File: src/rtl/dump_sustain_seq_if.sv
// -----------------------------------------------------------------------------
// dump_sustain_seq_if
// Bundles the signals between the dump/sustain phase sequencer and the logic
// around it: the programmed phase profile and run request going in, and the
// phase enables and run status coming out.
//
//   master : top-level state machine side (drives profile and requests)
//   slave  : dump_sustain_seq side
//
// Signals (master -> slave):
//   state_start  run request level, rising edge starts a run
//   abort        synchronous abort level
//   dump_len     DUMP phase length in clk_5k ticks (0 skips the phase)
//   sustain_len  SUSTAIN phase length in clk_5k ticks (0 acts as 1)
//   gap_len      GAP phase length in clk_5k ticks (0 skips the phase)
//   rep_num      repetitions per run (0 gives an immediate done)
// Signals (slave -> master):
//   dump_on, sustain_on  phase enables for the dump and sustain timers
//   start                one-tick pulse at the start of every SUSTAIN phase
//   busy, done           run status; done pulses once on normal completion
//   rep_cnt              completed repetitions of the current or last run
//   fsm_state            sequencer state, for debug and assertion binding
//
// There is no valid/ready handshake on this bus: the profile is sampled in the
// same tick as the state_start rising edge, and all outputs are plain levels
// or single-tick pulses that the consumer must sample every clk_5k edge.
// -----------------------------------------------------------------------------
interface dump_sustain_seq_if #(
  parameter int CNT_W = 16,
  parameter int REP_W = 8
);
  logic             state_start;
  logic             abort;
  logic [CNT_W-1:0] dump_len;
  logic [CNT_W-1:0] sustain_len;
  logic [CNT_W-1:0] gap_len;
  logic [REP_W-1:0] rep_num;

  logic             dump_on;
  logic             sustain_on;
  logic             start;
  logic             busy;
  logic             done;
  logic [REP_W-1:0] rep_cnt;
  logic [2:0]       fsm_state;

  modport master (
    output state_start, abort, dump_len, sustain_len, gap_len, rep_num,
    input  dump_on, sustain_on, start, busy, done, rep_cnt, fsm_state
  );

  modport slave (
    input  state_start, abort, dump_len, sustain_len, gap_len, rep_num,
    output dump_on, sustain_on, start, busy, done, rep_cnt, fsm_state
  );
endinterface

File: src/rtl/dump_sustain_seq.sv
// -----------------------------------------------------------------------------
// dump_sustain_seq
// Phase sequencer for the NMR dump/sustain timing chain (clk_5k domain).
// A rising edge of state_start latches the phase profile and runs rep_num
// repetitions of DUMP -> SUSTAIN -> GAP, ending with a one-tick done pulse.
//
// Ports:
//   clk_5k  5 kHz timer clock, all logic on its rising edge
//   rst_n   asynchronous active-low reset
//   bus     dump_sustain_seq_if.slave (profile in, phase enables/status out)
//
// All outputs are registered. A single down-counter times every phase: it is
// loaded with (length - 1) on phase entry and the phase ends on the tick where
// it reads zero, so back-to-back phases hand over on the same edge.
// -----------------------------------------------------------------------------
module dump_sustain_seq #(
  parameter int CNT_W = 16,
  parameter int REP_W = 8
) (
  input  logic               clk_5k,
  input  logic               rst_n,
  dump_sustain_seq_if.slave  bus
);

  typedef enum logic [2:0] {
    S_IDLE    = 3'd0,
    S_DUMP    = 3'd1,
    S_SUSTAIN = 3'd2,
    S_GAP     = 3'd3,
    S_FIN     = 3'd4
  } state_t;

  localparam logic [CNT_W-1:0] CNT_ONE = CNT_W'(1);
  localparam logic [REP_W-1:0] REP_ONE = REP_W'(1);

  state_t           state;
  logic             st_d;
  logic [CNT_W-1:0] cnt;
  logic [CNT_W-1:0] dump_q;
  logic [CNT_W-1:0] sus_q;
  logic [CNT_W-1:0] gap_q;
  logic [REP_W-1:0] rep_q;
  logic [REP_W-1:0] rep_cnt_q;
  logic             dump_on_q;
  logic             sus_on_q;
  logic             start_q;
  logic             busy_q;
  logic             done_q;

  logic             rise;
  logic [REP_W-1:0] rep_next;

  assign rise     = bus.state_start & ~st_d;
  assign rep_next = rep_cnt_q + REP_ONE;

  // Counter preload for a phase of 'len' ticks. A zero length only reaches
  // here for SUSTAIN, where it must still last one tick.
  function automatic logic [CNT_W-1:0] load_of(input logic [CNT_W-1:0] len);
    return (len == '0) ? '0 : len - CNT_ONE;
  endfunction

  always_ff @(posedge clk_5k or negedge rst_n) begin
    if (!rst_n) begin
      state     <= S_IDLE;
      st_d      <= 1'b0;
      cnt       <= '0;
      dump_q    <= '0;
      sus_q     <= '0;
      gap_q     <= '0;
      rep_q     <= '0;
      rep_cnt_q <= '0;
      dump_on_q <= 1'b0;
      sus_on_q  <= 1'b0;
      start_q   <= 1'b0;
      busy_q    <= 1'b0;
      done_q    <= 1'b0;
    end else begin
      // st_d tracks the request continuously, so a level held through a run
      // never looks like a new edge once the sequencer returns to IDLE.
      st_d    <= bus.state_start;
      start_q <= 1'b0;
      done_q  <= 1'b0;

      if (state != S_IDLE && bus.abort) begin
        state     <= S_IDLE;
        dump_on_q <= 1'b0;
        sus_on_q  <= 1'b0;
        busy_q    <= 1'b0;
      end else begin
        case (state)
          S_IDLE: begin
            if (rise && !bus.abort) begin
              dump_q    <= bus.dump_len;
              sus_q     <= bus.sustain_len;
              gap_q     <= bus.gap_len;
              rep_q     <= bus.rep_num;
              rep_cnt_q <= '0;
              busy_q    <= 1'b1;
              if (bus.rep_num == '0) begin
                state  <= S_FIN;
                done_q <= 1'b1;
              end else if (bus.dump_len != '0) begin
                state     <= S_DUMP;
                dump_on_q <= 1'b1;
                cnt       <= load_of(bus.dump_len);
              end else begin
                state    <= S_SUSTAIN;
                sus_on_q <= 1'b1;
                start_q  <= 1'b1;
                cnt      <= load_of(bus.sustain_len);
              end
            end
          end

          S_DUMP: begin
            if (cnt != '0) begin
              cnt <= cnt - CNT_ONE;
            end else begin
              state     <= S_SUSTAIN;
              dump_on_q <= 1'b0;
              sus_on_q  <= 1'b1;
              start_q   <= 1'b1;
              cnt       <= load_of(sus_q);
            end
          end

          S_SUSTAIN: begin
            if (cnt != '0) begin
              cnt <= cnt - CNT_ONE;
            end else begin
              sus_on_q <= 1'b0;
              if (rep_cnt_q != rep_q) rep_cnt_q <= rep_next;
              if (rep_next == rep_q) begin
                state  <= S_FIN;
                done_q <= 1'b1;
              end else if (gap_q != '0) begin
                state <= S_GAP;
                cnt   <= load_of(gap_q);
              end else if (dump_q != '0) begin
                state     <= S_DUMP;
                dump_on_q <= 1'b1;
                cnt       <= load_of(dump_q);
              end else begin
                // Stay in SUSTAIN for the next repetition with a fresh strobe.
                sus_on_q <= 1'b1;
                start_q  <= 1'b1;
                cnt      <= load_of(sus_q);
              end
            end
          end

          S_GAP: begin
            if (cnt != '0) begin
              cnt <= cnt - CNT_ONE;
            end else if (dump_q != '0) begin
              state     <= S_DUMP;
              dump_on_q <= 1'b1;
              cnt       <= load_of(dump_q);
            end else begin
              state    <= S_SUSTAIN;
              sus_on_q <= 1'b1;
              start_q  <= 1'b1;
              cnt      <= load_of(sus_q);
            end
          end

          S_FIN: begin
            state  <= S_IDLE;
            busy_q <= 1'b0;
          end

          default: begin
            state     <= S_IDLE;
            dump_on_q <= 1'b0;
            sus_on_q  <= 1'b0;
            busy_q    <= 1'b0;
          end
        endcase
      end
    end
  end

  assign bus.dump_on    = dump_on_q;
  assign bus.sustain_on = sus_on_q;
  assign bus.start      = start_q;
  assign bus.busy       = busy_q;
  assign bus.done       = done_q;
  assign bus.rep_cnt    = rep_cnt_q;
  assign bus.fsm_state  = state;

endmodule

File: src/flat_wrapper.sv
// flat-port wrapper written by rule: the top's interface ports become plain ports
module dump_sustain_seq_flat 
#(
  parameter int CNT_W = 16,
  parameter int REP_W = 8
)
  (clk_5k, rst_n, bus_state_start, bus_abort, bus_dump_len, bus_sustain_len, bus_gap_len, bus_rep_num, bus_dump_on, bus_sustain_on, bus_start, bus_busy, bus_done, bus_rep_cnt, bus_fsm_state);
  dump_sustain_seq_if #(.CNT_W(CNT_W), .REP_W(REP_W)) bus_i ();
  input  logic clk_5k;
  input  logic rst_n;
  input wire logic [$bits(bus_i.state_start)-1:0] bus_state_start;
  input wire logic [$bits(bus_i.abort)-1:0] bus_abort;
  input wire logic [$bits(bus_i.dump_len)-1:0] bus_dump_len;
  input wire logic [$bits(bus_i.sustain_len)-1:0] bus_sustain_len;
  input wire logic [$bits(bus_i.gap_len)-1:0] bus_gap_len;
  input wire logic [$bits(bus_i.rep_num)-1:0] bus_rep_num;
  output wire logic [$bits(bus_i.dump_on)-1:0] bus_dump_on;
  output wire logic [$bits(bus_i.sustain_on)-1:0] bus_sustain_on;
  output wire logic [$bits(bus_i.start)-1:0] bus_start;
  output wire logic [$bits(bus_i.busy)-1:0] bus_busy;
  output wire logic [$bits(bus_i.done)-1:0] bus_done;
  output wire logic [$bits(bus_i.rep_cnt)-1:0] bus_rep_cnt;
  output wire logic [$bits(bus_i.fsm_state)-1:0] bus_fsm_state;
  assign bus_i.state_start = bus_state_start;
  assign bus_i.abort = bus_abort;
  assign bus_i.dump_len = bus_dump_len;
  assign bus_i.sustain_len = bus_sustain_len;
  assign bus_i.gap_len = bus_gap_len;
  assign bus_i.rep_num = bus_rep_num;
  assign bus_dump_on = bus_i.dump_on;
  assign bus_sustain_on = bus_i.sustain_on;
  assign bus_start = bus_i.start;
  assign bus_busy = bus_i.busy;
  assign bus_done = bus_i.done;
  assign bus_rep_cnt = bus_i.rep_cnt;
  assign bus_fsm_state = bus_i.fsm_state;
  dump_sustain_seq #(.CNT_W(CNT_W), .REP_W(REP_W)) u_core (.clk_5k(clk_5k), .rst_n(rst_n), .bus(bus_i));
endmodule
File: config.mk
export PLATFORM = sky130hd
export DESIGN_NAME = dump_sustain_seq_flat
export DESIGN_NICKNAME = d
export VERILOG_FILES = /design/src/rtl/dump_sustain_seq_if.sv /design/src/rtl/dump_sustain_seq.sv /design/src/flat_wrapper.sv
export SDC_FILE = /design/constraint.sdc
export NUM_CORES = 1
export LEC_CHECK = 0
export CORE_ASPECT_RATIO = 2
export CORE_MARGIN = 1
export CORE_UTILIZATION = 55
export CTS_CLUSTER_DIAMETER = 200
export CTS_CLUSTER_SIZE = 12
export DETAILED_ROUTE_END_ITERATION = 6
export GPL_TIMING_DRIVEN = 0
export PLACE_DENSITY = 0.79
export SETUP_SLACK_MARGIN = 0.2
export SLEW_MARGIN = 20
export SYNTH_ARGS = -nofsm -noshare
export SYNTH_HDL_FRONTEND = slang
export SYNTH_SLANG_ARGS = --single-unit
File: constraint.sdc
create_clock -name clk_5k -period 5.09 [get_ports clk_5k]
set_clock_uncertainty 0.1 [all_clocks]
set_input_delay 1.018 -clock clk_5k [delete_from_list [all_inputs] [get_ports clk_5k]]
set_output_delay 1.018 -clock clk_5k [all_outputs]
set_load 0.02 [all_outputs]
# After elaboration in Yosys (flattened, before gate mapping)
# Cells that the tools add are included.
[totals] word_cells=143 regBits=89 in_bits=60 output_inout_bits=16
[classes] addsub=7 n_eq_ne=24 n_bitwise=3 muxes=71 reduce_logical=25
[op_table] cell="16-bit two-way mux" count=14
[op_table] cell="16-bit by 1-bit subtractor with 16-bit output (second input constant)" count=6
[op_table] cell="16-bit logical NOT" count=5
[op_table] cell="16-bit one-hot mux with 4 select lines" count=1
[op_table] cell="16-bit nonzero test" count=4
[op_table] cell="1-bit two-way mux" count=35
[op_table] cell="3-bit two-way mux" count=9
[op_table] cell="3-bit by 2-bit inequality test with 1-bit output (second input constant)" count=9
[op_table] cell="8-bit two-way mux" count=3
[op_table] cell="8-bit one-hot mux with 2 select lines" count=1
[op_table] cell="5-bit AND reduction" count=3
[op_table] cell="3-bit one-hot mux with 4 select lines" count=1
[op_table] cell="1-bit one-hot mux with 5 select lines" count=2
[op_table] cell="9-bit AND reduction" count=1
[op_table] cell="8-bit by 1-bit adder with 8-bit output (second input constant)" count=1
[op_table] cell="8-bit equality test" count=1
[op_table] cell="8-bit logical NOT" count=1
[op_table] cell="2-bit by 1-bit inequality test with 1-bit output (second input constant)" count=4
[op_table] cell="8-bit inequality test" count=1
[op_table] cell="8-bit AND reduction" count=1
[op_table] cell="3-bit by 2-bit equality test with 1-bit output (second input constant)" count=2
[op_table] cell="3-bit by 1-bit inequality test with 1-bit output (second input constant)" count=2
[op_table] cell="5-bit by 1-bit inequality test with 1-bit output (second input constant)" count=1
[op_table] cell="2-bit two-way mux" count=2
[op_table] cell="other kinds (16)" count=20

# Depth between registers and ports, before layout
[logic_depth] depth_word=7 ltp_mapped=11 ltp_nobuf=9

# Worst setup path before layout
# Ideal clock, no wire load.
[synth_path] kind="input to register" from="input port bus_sustain_len[0]" to="register u_core.cnt[10]" stages=10 setup_slack_ns=1.982 t_required_ns=4.864 arrival_ns=2.882 path_buffers=2 cell_sequence="inv_1 -> ha_1 -> or3b_2 -> clkbuf_1 -> nor4_1 -> a21o_1 -> clkbuf_1 -> o21ai_0 -> a32oi_1 -> a21oi_1"
[synth_between] elab_chain_cells=6
[synth_rtl] item="start, declared" line="flat_wrapper.sv:14" rtl="input wire logic [$bits(bus_i.sustain_len)-1:0] bus_sustain_len;"
[synth_rtl] item="16-bit by 1-bit subtractor with 16-bit output or 16-bit logical NOT (tied branches)" line="dump_sustain_seq.sv:59" rtl="return (len == '0) ? '0 : len - CNT_ONE;"
[synth_rtl] item="16-bit two-way mux *" line="dump_sustain_seq.sv:59"
[synth_rtl] item="16-bit two-way mux *" line="dump_sustain_seq.sv:102" rtl="end else if (bus.dump_len != '0) begin"
[synth_rtl] item="16-bit two-way mux *" line="dump_sustain_seq.sv:99" rtl="if (bus.rep_num == '0) begin"
[synth_rtl] item="16-bit two-way mux *" line="dump_sustain_seq.sv:92" rtl="if (rise && !bus.abort) begin"
[synth_rtl] item="16-bit one-hot mux with 4 select lines *" line="dump_sustain_seq.sv:90" rtl="case (state)"
[synth_rtl] item="end signal, assigned" line="dump_sustain_seq.sv:105" rtl="cnt <= load_of(bus.dump_len);"
[synth_rtl] item="end signal, assigned" line="dump_sustain_seq.sv:110" rtl="cnt <= load_of(bus.sustain_len);"
[synth_rtl] item="end signal, assigned" line="dump_sustain_seq.sv:117" rtl="cnt <= cnt - CNT_ONE;"
[synth_rtl] item="end, declared" line="dump_sustain_seq.sv:38" rtl="logic [CNT_W-1:0] cnt;"
# Mark *: on every way between the ends. The rest lies on a longest branch, timed or not. The select of a mux whose other input is x is not followed.
# A chain may end at the register's enable or synchronous reset.

# Worst setup path after layout
[layout_path] from="input port bus_dump_len[4]" to="register u_core.cnt[7]"
[layout_between] elab_chain_cells=6
[layout_rtl] item="start, declared" line="flat_wrapper.sv:13" rtl="input wire logic [$bits(bus_i.dump_len)-1:0] bus_dump_len;"
[layout_rtl] item="16-bit by 1-bit subtractor with 16-bit output or 16-bit logical NOT (tied branches)" line="dump_sustain_seq.sv:59"
[layout_rtl] item="16-bit two-way mux" line="dump_sustain_seq.sv:59"
[layout_rtl] item="16-bit two-way mux *" line="dump_sustain_seq.sv:102"
[layout_rtl] item="16-bit two-way mux *" line="dump_sustain_seq.sv:99"
[layout_rtl] item="16-bit two-way mux *" line="dump_sustain_seq.sv:92"
[layout_rtl] item="16-bit one-hot mux with 4 select lines *" line="dump_sustain_seq.sv:90"
# Marks and branches as above.

==> flow_metrics.tcl <==
set metrics [dict create \
    ys_top_cells_by_count "210 x nand2_1, 89 x dfrtp_1, 63 x nor2_1, 43 x o21ai_0, 43 x xnor2_1" \
    rows 55 \
    yosys_warnings 0 \
    fp.dieW_um 78.5 \
    period_share 0.795 \
    vias 6886 \
    hold_depth 2 \
    min_path_type "register to register" \
    crit_type "input port to register" \
    cp-start-kind "input port" \
    drive_gt1_frac 0.0435 \
    hpwl_um 18300 \
    synth_edf_count 0 \
    yosys.area.top_type "dfrtp_1" \
    clkSinkCount 89 \
    hold_ws_ns 0.422 \
    slew_viol_final 0 \
    use_met3 0.0575 \
    clockBufferDepth 2 \
    io_buffers 74 \
    critical_path_required_ns 5.26 \
    fin_util 0.679 \
    drc 0 \
    wl_per_cell_um 21.9 \
    coreArea_um2 11400 \
    use_met2 0.723 \
    setup_slack_ns 1.04 \
    grt_use_total 0.398 \
    grt_overflow 0 \
    synth.avg_cell_area_um2 7.76 \
    period_needed_ns 4.05 \
    stdcell_count 1062 \
    num_antenna_cells 0 \
    crit_fanout 10 \
    ant_nets 0 \
    first_pass_iters 6 \
    worstSkewPairLatency_ns 0.35 \
    clkTransAtPathRegs_ns 0.07 \
    synth.most_common_cell "nand2_1" \
    relSlewSlack 0.315 \
    p_leak_nw 3.10 \
    vias_per_cell 6.48 \
    cts_tree "done" \
    setup_violations 0 \
    synth_async_sr_flop_share 1.00 \
    drt_iter0_markers 368 \
    grt_pass1_vias 7090 \
    die-area_um2 12200 \
    dp_cells 1046 \
    crit_arrival_ns 4.22 \
    cts_setup_buffers 0 \
    root_buffer "clkbuf_16" \
    ys_seq_elements 89 \
    synth_area_leaders "dfrtp_1 35%, nand2_1 12%, xnor2_1 5.9%" \
    post-place-ws_ns 0.802 \
    hp-start "u_core.rep_q[0]$_DFFE_PN0P_" \
    gp_congestion 0.999 \
    grt_max_degree 53 \
    crit_path_end_kind "register" \
    status "finished clean" \
    mappedNetlistNets 900 \
    grt_pass1_wl_um 36200 \
    synth_top_area_frac 0.346 \
    synth_cells 829 \
    rsz0062_at_grt "no" \
    numCtsBuffers 9 \
    cts_resized 0 \
    ir_worst_vdd_uv 241 \
    met1_usage 0.373 \
    r2r-start "u_core.cnt[7]$_DFFE_PN0P_" \
    fin_nets 986 \
    ys.flop_type "dfrtp_1" \
    cap_violations 0 \
    start_util 0.567 \
    synth.distinct_cells 71 \
    hold_buffers 0 \
    antenna_found_initial 0 \
    syn-cell-area_um2 6430 \
    area_growth_pct 19.8 \
    drt_wl_total_um 23200 \
    tightest_slew_ns 1.02 \
    busiest_layer "met2" \
    io_pins 76 \
    ys_seq_area_frac 0.346 \
    reg2regPathDepth 7 \
    hold_violations 0 \
    max_freq_mhz 247 \
    die_height_um 155 \
    powerDensity_nw_per_um2 348 \
    startpoint "bus_dump_len[4]" \
    htree_levels 3 \
]
==> layout make-up <==
type	count	area, µm²
repair buffers	75	766
inverters	19	71.3
clock buffers	9	225
fillers	974	3650
plain buffers	41	174
flip-flops and latches	89	2230
multi-input cells	680	3970
clock inverters	7	100
well taps	142	178
==> kinds of logic after synthesis <==
group,Yosys count,synth area share
and+or+nand+nor,420,0.312
DFF,89,0.346
AOI/OAI and AO/OA,172,0.177
xor gates and xnor gates,74,0.101
buffers and inverters,60,0.0381
adders and majority gates,11,0.0214
muxes,3,0.00467
==> through the flow <==
stage | cell area (µm²) | power, mW | TNS [ns]
after floorplan | 6430 | 1.59 | 0
after global placement | 7350 | 1.89 | -28.44
after detailed placement | 7380 | 1.92 | 0
after CTS | 7700 | 2.66 | 0
after global routing | 7710 | 2.81 | 0
final | 7710 | 2.69 | 0
==> final timing paths <==
check / to / slack (ns)
worst max-delay path: u_core.cnt[7]$_DFFE_PN0P_ / 1.04
worst min-delay path: u_core.rep_q[0]$_DFFE_PN0P_ / 0.42
worst max register to register: u_core.cnt[14]$_DFFE_PN0P_ / 1.54
worst min register to register: u_core.rep_q[0]$_DFFE_PN0P_ / 0.42
max in group asynchronous: u_core.cnt[14]$_DFFE_PN0P_ / 3.69
min in group asynchronous: u_core.gap_q[11]$_DFFE_PN0P_ / 0.53
==> layer usage <==
metal,share of wire,up-vias
met5,0,-
met4,0.095,0
met3,0.050,128
met2,0.52,368
met1,0.33,3252
li1,-,3138
==> power by group <==
part           switching [mW]  leakage (nW)  internal (mW)  total (mW)
combinational           0.493          1.84          0.355       0.847
sequential              0.229          1.11          0.869        1.10
clock                   0.306         0.161          0.436       0.741
total                    1.03          3.10           1.66        2.69
==> worst max-delay path, stage by stage <==
cell	delay (ns)
clkdlybuf4s50_1	0.50
nor4_2	0.78
nand4_1	0.61
a21o_1	0.37
clkbuf_1	0.23
o22ai_1	0.34
a22oi_1	0.15
a31oi_1	0.21
==> sequential cells by signal, indices dropped and copies added, names as in the netlist, 3 cells and up <==
register              count
u_core.cnt               16
u_core.gap_q             16
u_core.rep_q              8
u_core.bus.fsm_state      3
u_core.dump_q            16
u_core.sus_q             16
u_core.bus.rep_cnt        8
==> cells in the final DEF, fill, tap and decap left out, types with 17 or more instances in the layout <==
master	n
nand2_1	210
clkbuf_1	34
xnor2_1	43
xor2_1	31
nor4_1	21
o21ai_0	43
nor3_1	28
clkdlybuf4s50_1	73
inv_1	17
dfrtp_1	89
a21oi_1	31
nor2_1	63
(Power assumes the default switching activity.)
